`config.mk`:
```
export PLATFORM = sky130hd
export DESIGN_NAME = snoopy_cpu_controller
export DESIGN_NICKNAME = d
export VERILOG_FILES = /design/src/rtl/snoopy_cpu_controller.sv
export SDC_FILE = /design/constraint.sdc
export NUM_CORES = 1
export LEC_CHECK = 0
export CAP_MARGIN = 20
export CORE_MARGIN = 10
export CORE_UTILIZATION = 34
export DETAILED_ROUTE_END_ITERATION = 8
export PLACE_DENSITY = 0.68
export SLEW_MARGIN = 15
export SYNTH_ARGS = -nofsm -noshare
export SYNTH_HDL_FRONTEND = slang
export SYNTH_SLANG_ARGS = --single-unit
```
`constraint.sdc`:
```
create_clock -name clock -period 1.76 [get_ports clock]
set_input_delay 0.352 -clock clock [delete_from_list [all_inputs] [get_ports clock]]
set_output_delay 0.352 -clock clock [all_outputs]
set_load 0.03 [all_outputs]
```
`src/rtl/snoopy_cpu_controller.sv`:
```
// CPU-side sequencer for one snoopy cache: turns a CPU read/write into the
// bus transaction (write-back, fetch or invalidate) the coherence protocol asks for.
module snoopy_cpu_controller #(
  parameter int STATE_WIDTH  = 2,
  parameter int WORDS        = 4,
  parameter int OFFSET_WIDTH = $clog2(WORDS)
) (
  input  logic                    clock,
  input  logic                    reset,
  input  logic                    cpuRead,
  input  logic                    cpuWrite,
  input  logic                    cpuHit,
  input  logic [STATE_WIDTH-1:0]  lineState,
  output logic                    cpuDone,
  output logic                    protocolCpuRead,
  output logic                    protocolCpuWrite,
  output logic [STATE_WIDTH-1:0]  protocolCpuStateOut,
  input  logic [STATE_WIDTH-1:0]  protocolCpuStateIn,
  input  logic                    writeBackRequired,
  input  logic                    invalidateRequired,
  output logic                    stateWriteEnable,
  output logic [STATE_WIDTH-1:0]  stateWriteData,
  output logic                    dataWriteEnable,
  output logic [OFFSET_WIDTH-1:0] wordOffset,
  output logic                    busRequest,
  input  logic                    busGrant,
  output logic [2:0]              busCommand,
  input  logic                    busAck
);

  typedef enum logic [2:0] {
    IDLE,
    WAIT_GRANT,
    WRITE_BACK,
    FETCH,
    INVALIDATE,
    UPDATE
  } ctrlState_t;

  localparam logic [2:0] CMD_NONE       = 3'd0;
  localparam logic [2:0] CMD_READ       = 3'd1;
  localparam logic [2:0] CMD_READ_EXCL  = 3'd2;
  localparam logic [2:0] CMD_INVALIDATE = 3'd3;
  localparam logic [2:0] CMD_WRITE_BACK = 3'd4;

  localparam logic [OFFSET_WIDTH-1:0] LAST_BEAT = OFFSET_WIDTH'(WORDS - 1);

  ctrlState_t              state;
  logic [OFFSET_WIDTH-1:0] beatCount;
  logic                    isWrite;
  logic                    isMiss;
  logic                    needWriteBack;
  logic [STATE_WIDTH-1:0]  nextState;
  logic                    requestPresent;

  assign requestPresent      = cpuRead | cpuWrite;
  assign protocolCpuRead     = (state == IDLE) & cpuRead;
  assign protocolCpuWrite    = (state == IDLE) & cpuWrite;
  assign protocolCpuStateOut = ((state == IDLE) && cpuHit) ? lineState : '0;
  assign dataWriteEnable     = (state == FETCH) & busAck;
  assign wordOffset          = beatCount;

  // Bus-facing and commit outputs are registered: each is set on the edge
  // that enters the state it belongs to, so they never glitch with inputs.
  always_ff @(posedge clock or posedge reset) begin
    if (reset) begin
      state            <= IDLE;
      beatCount        <= '0;
      isWrite          <= 1'b0;
      isMiss           <= 1'b0;
      needWriteBack    <= 1'b0;
      nextState        <= '0;
      busRequest       <= 1'b0;
      busCommand       <= CMD_NONE;
      stateWriteEnable <= 1'b0;
      stateWriteData   <= '0;
      cpuDone          <= 1'b0;
    end else begin
      stateWriteEnable <= 1'b0;
      stateWriteData   <= '0;
      cpuDone          <= 1'b0;
      case (state)
        IDLE: begin
          if (requestPresent) begin
            isWrite       <= cpuWrite;
            isMiss        <= ~cpuHit;
            needWriteBack <= ~cpuHit & writeBackRequired;
            nextState     <= protocolCpuStateIn;
            if (cpuHit && !invalidateRequired) begin
              state            <= UPDATE;
              stateWriteEnable <= 1'b1;
              stateWriteData   <= protocolCpuStateIn;
              cpuDone          <= 1'b1;
            end else begin
              state      <= WAIT_GRANT;
              busRequest <= 1'b1;
            end
          end
        end
        WAIT_GRANT: begin
          if (busGrant) begin
            if (needWriteBack) begin
              state      <= WRITE_BACK;
              busCommand <= CMD_WRITE_BACK;
            end else if (isMiss) begin
              state      <= FETCH;
              busCommand <= isWrite ? CMD_READ_EXCL : CMD_READ;
            end else begin
              state      <= INVALIDATE;
              busCommand <= CMD_INVALIDATE;
            end
          end
        end
        WRITE_BACK: begin
          if (busAck) begin
            if (beatCount == LAST_BEAT) begin
              beatCount  <= '0;
              state      <= FETCH;
              busCommand <= isWrite ? CMD_READ_EXCL : CMD_READ;
            end else begin
              beatCount <= beatCount + 1'b1;
            end
          end
        end
        FETCH: begin
          if (busAck) begin
            if (beatCount == LAST_BEAT) begin
              beatCount        <= '0;
              state            <= UPDATE;
              busCommand       <= CMD_NONE;
              busRequest       <= 1'b0;
              stateWriteEnable <= 1'b1;
              stateWriteData   <= nextState;
              cpuDone          <= 1'b1;
            end else begin
              beatCount <= beatCount + 1'b1;
            end
          end
        end
        INVALIDATE: begin
          if (busAck) begin
            state            <= UPDATE;
            busCommand       <= CMD_NONE;
            busRequest       <= 1'b0;
            stateWriteEnable <= 1'b1;
            stateWriteData   <= nextState;
            cpuDone          <= 1'b1;
          end
        end
        UPDATE: begin
          state <= IDLE;
        end
        default: begin
          state <= IDLE;
        end
      endcase
    end
  end

endmodule

```
==> results of run 1 <==
==> worst max path at each step <==
stage / to / slack (ps) / cells after the start
5_1_grt: protocolCpuStateOut[0] / -60 / 4
6_report: protocolCpuStateOut[1] / 20 / 4
3_5_place_dp: state[0] / -140 / 5
4_1_cts: protocolCpuWrite / -30 / 4
2_1_floorplan: state[0] / 90 / 5
3_3_place_gp: state[0] / -80 / 5
==> layer usage <==
metal  up-vias  GRT usage, %  wire length [µm]  share of wire [%]
met5         -             0                 0                  0
met2        23          16.9              1290                 52
li1        428             -                 -                  -
met1       402          10.0               965                 39
met4         0          3.52                34                1.4
met3         5          4.12               179                7.2
==> kinds of logic after synthesis <==
kind of cell	count (synthesis)	synth area share, %
and+or+nand+nor	33	19.1
AOI/OAI and AO/OA	25	19.5
DFF	17	42.8
buffers and inverters	11	6.04
muxes	7	8.43
adders and majority gates	2	2.52
xor gates and xnor gates	1	1.64
==> layout make-up <==
type	count	area (µm²)	area share (%)
Clock buffer	4	26.3	1.82
Tap cell	31	38.8	2.68
Timing Repair Buffer	44	404	27.9
Inverter	7	26.3	1.82
Multi-Input combinational cell	68	523	36.1
Sequential cell	17	429	29.6
==> flip-flops by register name (all words and copies together), names as in the netlist <==
register,cells
stateWriteData,2
busRequest,1
isMiss,1
isWrite,1
nextState,2
wordOffset,2
stateWriteEnable,1
needWriteBack,1
state,3
busCommand,3
==> power groups by stage <==
| stage | Combinational, µW | Clock (µW) | Sequential (µW) |
|---|---|---|---|
| after global placement | 1500 | 0 | 769 |
| after global routing | 1880 | 242 | 740 |
| after CTS | 1660 | 223 | 707 |
| after floorplan | 915 | 0 | 866 |
| final | 1700 | 211 | 718 |
| after detailed placement | 1530 | 0 | 772 |
==> synthesized netlist by cell type, drive strengths merged <==
cell type and instances:
a211oi 1, a21o 3, a21oi 4, a221oi 1
a22o 2, a31oi 2, and2 1, and2b 1
and3 3, and3b 1, buf 4, dfrtp 17
ha 2, inv 7, mux2 5, mux2i 2
nand2 10, nand2b 3, nand3 2, nor2 6
nor3 3, nor3b 2, nor4b 1, o211a 1
o211ai 1, o21a 1, o21ai 6, o22ai 2
o41ai 1, xnor2 1
==> worst reg2reg max path, stage by stage, from the launching register on <==
cell and delay, ps:
sky130_fd_sc_hd__dfrtp_2 460, sky130_fd_sc_hd__buf_4 170, sky130_fd_sc_hd__buf_4 150, sky130_fd_sc_hd__nor4b_2 170
sky130_fd_sc_hd__a221oi_2 240, sky130_fd_sc_hd__o21ai_2 120, sky130_fd_sc_hd__mux2_4 300
==> per-stage QoR <==
stage	util (%)	TNS (ps)	power [µW]	hold slack, ps
after floorplan	-	0	1780	278
after global placement	48.2	-183	2270	475
after detailed placement	48.2	-583	2300	483
after CTS	50.7	-82.0	2590	299
after global routing	52.0	-203	2870	308
final	52.0	0	2630	299
==> repair_timing <==
action,CTS,global route
resized for setup,8,7
pin swaps,1,3
endpoints found under the setup margin,7,5
endpoints found under the hold margin,0,0
setup buffers,4,2
hold buffers,0,0
==> metrics.txt, run 1 <==
result of the run finished clean; area share of the leading cell type in the synthesized netlist 42.8%; total count of max-transition violations in the final report 0; total number of H-tree levels 1; clock-pin slew reported for the worst setup and hold paths after clock tree synthesis 100 ps; number of distinct library cell variants in the gate-level netlist after synthesis 39; data arrival time of the critical path 1390 ps; TritonCTS buffer count 3; worst hold-check path type in2async; netlist area before placement 995 µm²; origin of the worst setup path state[2]; die height 74.1 µm; largest incremental delay on the critical path 460 ps; fraction of the yosys area taken by sequential cells 42.8%; average size of a mapped cell 10.4 µm²; post-synthesis instance total 96; Final Critical Period 1740 ps; slew of the pin with the lowest slew margin 382 ps; remaining design rule violation count 0; antenna diode count 0; final weighted congestion of routability-driven global placement 0.832; r2r worst-path depth 6; number of nets in the layout 156; worst-path cell with the longest stage delay sky130_fd_sc_hd__dfrtp_2; share of post-route cells with drive strength above 1 32.9%; CP startpoint kind register; unrepaired setup endpoints after global routing yes; FMAX 573 MHz; Max-cap violations 0; cell type contributing the most total cell area after synthesis sky130_fd_sc_hd__dfrtp_1; kind of end point of the critical path output pin; Worst slew margin 74.5%; Worst IR Drop VDD 1090 µV; type of the worst setup path reg2out; via total after detailed routing 858; cell-by-cell listing of the critical path nor3_4 -> buf_6 -> and3_4 -> buf_6; worst endpoint required time 1410 ps; Die Outline Area 5490 µm²; setup slack on the worst flop-to-flop path 40 ps; Global Route Usage Sum 9.64%; pin count of the biggest net entering global routing 13; Final WS setup 15.2 ps; Sink Count 17; remaining global-route overflow 0; Placed Instances 161; Clock Latency Late Sink 290 ps; internal power contribution 1510 µW; most area-consuming cells after synthesis sky130_fd_sc_hd__dfrtp_1 (43%), sky130_fd_sc_hd__nand2_1 (3.4%), sky130_fd_sc_hd__mux2_1 (3.4%), sky130_fd_sc_hd__mux2_4 (3.0%), sky130_fd_sc_hd__inv_1 (2.6%); number of flip-flops and latches in the synthesized netlist 17; synthesis-to-layout area growth 45.5%; total leakage power 0.000695 µW; Gate power share 64.7%; vias per std cell 5.02; warnings from Yosys 0; vias in the first global route 965; post-detailed-placement cell area 1340 µm²; largest clock skew in the final design 3.66 ps; first-pass GRT wire length 4280 µm; clock root cell sky130_fd_sc_hd__clkbuf_4; Port Buffer Count 27; maximum net fanout on the critical path 5; synthesized netlist net count 111; fraction of power consumed by sequential logic 27.3%; area of the core 2780 µm²; non-filler cells in the finished layout 171; Hold Vio Cnt, Final 0; most common library cell in the layout ignoring fill and taps sky130_fd_sc_hd__clkdlybuf4s50_1; Max Buffers Root-to-Sink 2; switching part of the total power 42.6%; per-cell routed wire length 14.5 µm; IO Pins 28; P per Cell Area 1820 nW/µm²; final worst-path cycle share 99.1%; iteration-0 DRC count of the detailed router 19; Starting Density 35.8%; Worst path top cell family by delay flip-flops; # fillers 264; most frequent cells in the layout sky130_fd_sc_hd__clkdlybuf4s50_1 (19), sky130_fd_sc_hd__buf_4 (17), sky130_fd_sc_hd__dfrtp_1 (14); most repeated library cell on the critical path sky130_fd_sc_hd__buf_6; row count 19; width of the die 74.1 µm; share of total power in the clock network 8.0%; CTS tree yes; antenna-violating nets left 0; post-route cell area 1450 µm²; reg2reg start state[2]; antenna violations before repair 0; DRT Pass-1 Iters 4; HPWL reported at the end of detailed placement 1950 µm; switching power total 1120 µW; Final Setup Violations 0; dpl ws -140 ps; sum of buffers and inverters on the critical path 2; Total Routed Length 2470 µm; R2R Path End state[0]
(Power assumes the default switching activity.)
==> run 2, diff against run 1 <==
--- a/config.mk
+++ b/config.mk
@@ -9,6 +9,7 @@
 export CORE_MARGIN = 10
 export CORE_UTILIZATION = 34
 export DETAILED_ROUTE_END_ITERATION = 8
+export GPL_ROUTABILITY_DRIVEN = 0
 export PLACE_DENSITY = 0.68
 export SLEW_MARGIN = 15
 export SYNTH_ARGS = -nofsm -noshare
==> results of run 2 <==
Same layout as run 1: the final DEF is identical, and so are final timing and power.
